<file path="src/rtl/sample_delay_line.sv">
// Streaming delay line: y[n] = x[n-D], with D programmable at runtime.
// The history lives in a circular-buffer simple dual-port RAM, with valid/ready on both sides.
module sample_delay_line #(
  parameter int unsigned WIDTH      = 8,
  parameter int unsigned DEPTH      = 256,
  parameter int unsigned ADDR_WIDTH = $clog2(DEPTH)
) (
  input  logic                  clk,
  input  logic                  rst,
  input  logic [ADDR_WIDTH-1:0] delay,
  input  logic                  delay_load,
  input  logic [WIDTH-1:0]      in_data,
  input  logic                  in_valid,
  output logic                  in_ready,
  output logic [WIDTH-1:0]      out_data,
  output logic                  out_valid,
  input  logic                  out_ready,
  output logic [ADDR_WIDTH-1:0] cur_delay
);

  localparam logic [ADDR_WIDTH-1:0] FILL_MAX = ADDR_WIDTH'(DEPTH - 1);

  logic [WIDTH-1:0]      r_mem [DEPTH];
  logic [WIDTH-1:0]      r_rd_data;
  logic [WIDTH-1:0]      r_byp_data;
  logic [ADDR_WIDTH-1:0] r_wr_ptr;
  logic [ADDR_WIDTH-1:0] r_fill;
  logic [ADDR_WIDTH-1:0] r_cur_delay;
  logic                  r_out_valid;
  logic                  r_sel_zero;
  logic                  r_sel_byp;

  logic                  w_acc;
  logic [ADDR_WIDTH-1:0] w_eff_delay;
  logic [ADDR_WIDTH-1:0] w_eff_fill;
  logic [ADDR_WIDTH-1:0] w_rd_addr;
  logic [ADDR_WIDTH-1:0] w_fill_nxt;
  logic                  w_zero;
  logic                  w_byp;

  // Single output stage without skid: accept only when the held word leaves.
  assign in_ready = !r_out_valid || out_ready;
  assign w_acc    = in_valid && in_ready;

  // A load on the same cycle as an accept governs that sample.
  assign w_eff_delay = delay_load ? delay : r_cur_delay;
  assign w_eff_fill  = delay_load ? '0 : r_fill;
  assign w_rd_addr   = r_wr_ptr - w_eff_delay;
  assign w_zero      = w_eff_fill < w_eff_delay;
  assign w_byp       = (w_eff_delay == '0);
  assign w_fill_nxt  = (w_eff_fill == FILL_MAX) ? w_eff_fill
                                                : w_eff_fill + ADDR_WIDTH'(1);

  // Storage: synchronous read, no reset; the D=0 collision is covered by the bypass.
  always_ff @(posedge clk) begin
    if (w_acc) begin
      r_mem[r_wr_ptr] <= in_data;
      r_rd_data       <= r_mem[w_rd_addr];
    end
  end

  always_ff @(posedge clk or posedge rst) begin
    if (rst) begin
      r_wr_ptr    <= '0;
      r_fill      <= '0;
      r_cur_delay <= '0;
      r_out_valid <= 1'b0;
      r_sel_zero  <= 1'b1;
      r_sel_byp   <= 1'b0;
      r_byp_data  <= '0;
    end else begin
      if (delay_load) begin
        r_cur_delay <= delay;
        r_fill      <= '0;
      end
      if (w_acc) begin
        r_wr_ptr    <= r_wr_ptr + ADDR_WIDTH'(1);
        r_fill      <= w_fill_nxt;
        r_sel_zero  <= w_zero;
        r_sel_byp   <= w_byp;
        r_byp_data  <= in_data;
        r_out_valid <= 1'b1;
      end else if (out_ready) begin
        r_out_valid <= 1'b0;
      end
    end
  end

  // Output word is selected only from flops, so it holds steady through a stall.
  assign out_data  = r_sel_zero ? '0 : (r_sel_byp ? r_byp_data : r_rd_data);
  assign out_valid = r_out_valid;
  assign cur_delay = r_cur_delay;

endmodule

</file>
<file path="config.mk">
export PLATFORM = sky130hd
export DESIGN_NAME = sample_delay_line
export DESIGN_NICKNAME = d
export VERILOG_FILES = /design/src/rtl/sample_delay_line.sv
export SDC_FILE = /design/constraint.sdc
export NUM_CORES = 2
export LEC_CHECK = 0
export ABC_AREA = 1
export CAP_MARGIN = 5
export CORE_MARGIN = 5
export CORE_UTILIZATION = 45
export DETAILED_ROUTE_END_ITERATION = 7
export REMOVE_ABC_BUFFERS = 1
export SLEW_MARGIN = 40
export SYNTH_ARGS = -nofsm -noshare
export SYNTH_HDL_FRONTEND = slang
export SYNTH_SLANG_ARGS = --single-unit
</file>
<file path="constraint.sdc">
create_clock -name clk -period 3.6 [get_ports clk]
set_input_delay 1.08 -clock clk [delete_from_list [all_inputs] [get_ports clk]]
set_output_delay 1.08 -clock clk [all_outputs]
set_load 0.005 [all_outputs]
</file>
==> reports/metrics.yaml <==
r2r_cells: 17
cp_slowest_cell: "fa_4"
critical_path.startpoint: "delay[0]"
crit_path_frequent_cell: "nand2_1"
dp_slack_ns: -1.866
r2r_start: "cur_delay[0]$_DFF_PP0_"
routedWlPerCell_um: 22.70
worstPathRequired_ns: 4.31
initial_core_util: 0.4525
die_h_um: 455.3
regArea_mm2: 0.06262
hp-class: "register to register"
cts_buffers: 216
rsz0062_at_grt: "yes"
violations: "negative setup slack"
clk_pin_slew_ns: 0.06
reg2reg_slack_ns: 0.03
setup-tns-final_ns: -0.07989
max_slew_margin: 0.4530
critical_path.endpoint_type: "register"
powerDensity_mw_per_mm2: 995.4
yosysWarnings: 0
path_cells: "buf_2 -> or2_4 -> o21ai_4 -> inv_2 -> ha_4 -> fa_4 -> buf_12 -> buf_12 -> buf_8 -> nand3_1 -> nand3_1 -> nand2_1 -> nand2_1 -> nand3_2 -> nand3_4 -> nand3_4 -> nand2_2 -> nand2_2 -> nand2_1"
fin_area_mm2: 0.1075
fmax_ghz: 0.2757
tightest_slew_ns: 0.8185
ios: 39
arrival_ns: 4.33
cap_violations: 0
rows: 163
grt_pass1_vias: 59850
min_period_ns: 3.627
die_x_um: 455.3
yosysTopAreaCell: "edfxtp_1"
yosysUniqueCellTypes: 35
insertion_delay_ns: 0.86
ys_top_cells_by_count: "nand2_1 (2762), edfxtp_1 (2056), nor2_1 (1065)"
cp-start-kind: "input port"
root_buffer: "clkbuf_16"
synth_most_common_cell: "nand2_1"
grt-ovfl-total: 0
totalWireLength_um: 267500
place.detailed.hpwl_um: 161200
critical-path-top-delay-family: "simple AND/OR/NAND/NOR gates"
first_pass_iters: 8
fin_crit_sh: 1.007
drtAntennaViolNets: 0
syn_to_final_growth_pct: 20.46
synth_top_cell_area_share: 0.6918
slowest_delay_ns: 0.94
fin_ws_ns: -0.02690
fin_util: 0.5451
netlist_area_mm2: 0.08924
io_buffers: 38
avgViaCountPerCell: 5.369
nets: 9014
hold_viol_final: 0
first_iter_violations: 7620
cp.buffers_inverters: 5
power_mw: 107.0
p_leak_nw: 42.53
clk_path_buf_depth: 3
cts_tree: "done"
synth.ff_latch_count: 2091
htree_levels: 4
peakVddDrop_mv: 0.7644
setup_violations: 5
fillers: 16790
r2r-end: "r_rd_data[4]$_DFFE_PP_"
clock-sinks: 2091
via_count: 63270
syn_area_per_cell_um2: 10.56
ys.flop_type: "edfxtp_1"
crit_path_end: "r_rd_data[4]$_DFFE_PP_"
yosysSeqAreaShare: 0.7017
core_area_mm2: 0.1972
grt_start_max_net_pins: 118
synthTopCellsByArea: "edfxtp_1 (69%), nand2_1 (12%), nand3_1 (5.6%)"
gp_congestion: 0.9212
multi_input_area_mm2: 0.02395
drc: 0
path_depth: 19
crit_fanout: 15
synth_edf_count: 2056
drive_gt1_frac: 0.1575
synthCells: 8452
fin_worst_skew_ns: 0.04552
place_area_mm2: 0.09738
ctsHoldBuffers: 0
synthArstFlopShare: 0.01674
status: "finished, violations left"
maxSlewViolCount: 0
antenna_found_initial: 5
track_usage: 0.2489
criticalPathCategory: "input port to register"
dieArea_mm2: 0.2073
grt_pass1_wl_um: 387000
[worst min path at each step]
stage	from	to	cells past startpoint
2_1_floorplan	r_byp_data[0]$_DFFE_PP0P_	r_byp_data[0]$_DFFE_PP0P_	2
3_3_place_gp	r_byp_data[1]$_DFFE_PP0P_	r_byp_data[1]$_DFFE_PP0P_	2
3_5_place_dp	r_byp_data[2]$_DFFE_PP0P_	r_byp_data[2]$_DFFE_PP0P_	2
4_1_cts	r_byp_data[2]$_DFFE_PP0P_	r_byp_data[2]$_DFFE_PP0P_	2
5_1_grt	r_byp_data[7]$_DFFE_PP0P_	r_byp_data[7]$_DFFE_PP0P_	2
6_report	r_byp_data[0]$_DFFE_PP0P_	r_byp_data[0]$_DFFE_PP0P_	2
[registers in the layout (all words and copies together) (netlist names)]
name / flops
r_sel_byp: 1
r_sel_zero: 1
r_wr_ptr: 8
r_fill: 8
r_mem: 2048
out_valid: 1
cur_delay: 8
r_rd_data: 8
r_byp_data: 8
[kinds of logic (layout without fill, tap and decap cells)]
| group | count (synthesis) | in the layout | synth area share |
|---|---|---|---|
| muxes | 1 | 1 | 0.0001262 |
| adders and majority gates | 22 | 22 | 0.003169 |
| and+or+nand+nor | 4875 | 4875 | 0.2204 |
| AOI/OAI and AO/OA | 373 | 373 | 0.02116 |
| other | 0 | 2 | 0 |
| buffers and inverters | 1076 | 1767 | 0.05214 |
| xor gates and xnor gates | 14 | 14 | 0.001374 |
| DFF | 2091 | 2091 | 0.7017 |
[layout make-up]
type / instances / share of cell area
inverter: 594 / 0.02109
antenna: 2 / 0.00004656
clock inverter: 127 / 0.009056
tap: 2640 / 0.03073
timing repair buffer: 783 / 0.08117
multi-input combinational: 5285 / 0.2228
sequential: 2091 / 0.5825
clock buffer: 263 / 0.05259
[timing repair]
| item | in CTS | in global routing |
|---|---|---|
| buffers inserted | 22 | 16 |
| resized for setup | 188 | 392 |
| setup endpoints to repair | 16 | 8 |
| cloned | 16 | 22 |
| pin swaps | 18 | 178 |
[through the flow]
stage / cells / hold slack (ns)
floorplan: 7970 / 0.4495
global placement: 11330 / 0.4635
detailed placement: 11330 / 0.4680
CTS: 11750 / 0.4862
global route: 11780 / 0.5237
finish: 11790 / 0.4910
[where the power goes]
| part | total, mW | internal [mW] | switching (mW) | leakage (nW) |
|---|---|---|---|---|
| clock | 21.2 | 11.8 | 9.33 | 3.25 |
| sequential | 27.3 | 27.1 | 0.191 | 18.9 |
| combinational | 58.5 | 20.9 | 37.7 | 20.4 |
| total | 107 | 59.8 | 47.2 | 42.5 |
[cells in the final DEF, fill, tap and decap left out, drive strengths merged, types with 4 or more instances in the layout]
master and count:
dfrtp 34, xnor2 4, clkinvlp 5, nand3 1002, nor4 4, nor2 1065, clkdlybuf4s50 25, o211ai 5
buf 733, xor2 10, a21oi 7, bufinv 10, o21ai 359, clkinv 106, nor3 5, ha 21
clkbuf 284, inv 600, nand2 2762, edfxtp 2056, or2 32
[worst register-to-register path: cells and delay by family, from the launching register on]
kind            cells  cell delay (ns)
compound gates      1             0.18
fa+ha+maj           2             1.10
buf+inv             4             0.67
flops               1             0.41
simple gates       10             1.08
[per-layer routing]
metal	wire length (um)	track usage
met2	124300	0.3929
met5	0	0
met3	22490	0.03714
met1	111300	0.3543
met4	9430	0.08774
Note: power is estimated with default switching activity, not from simulation.
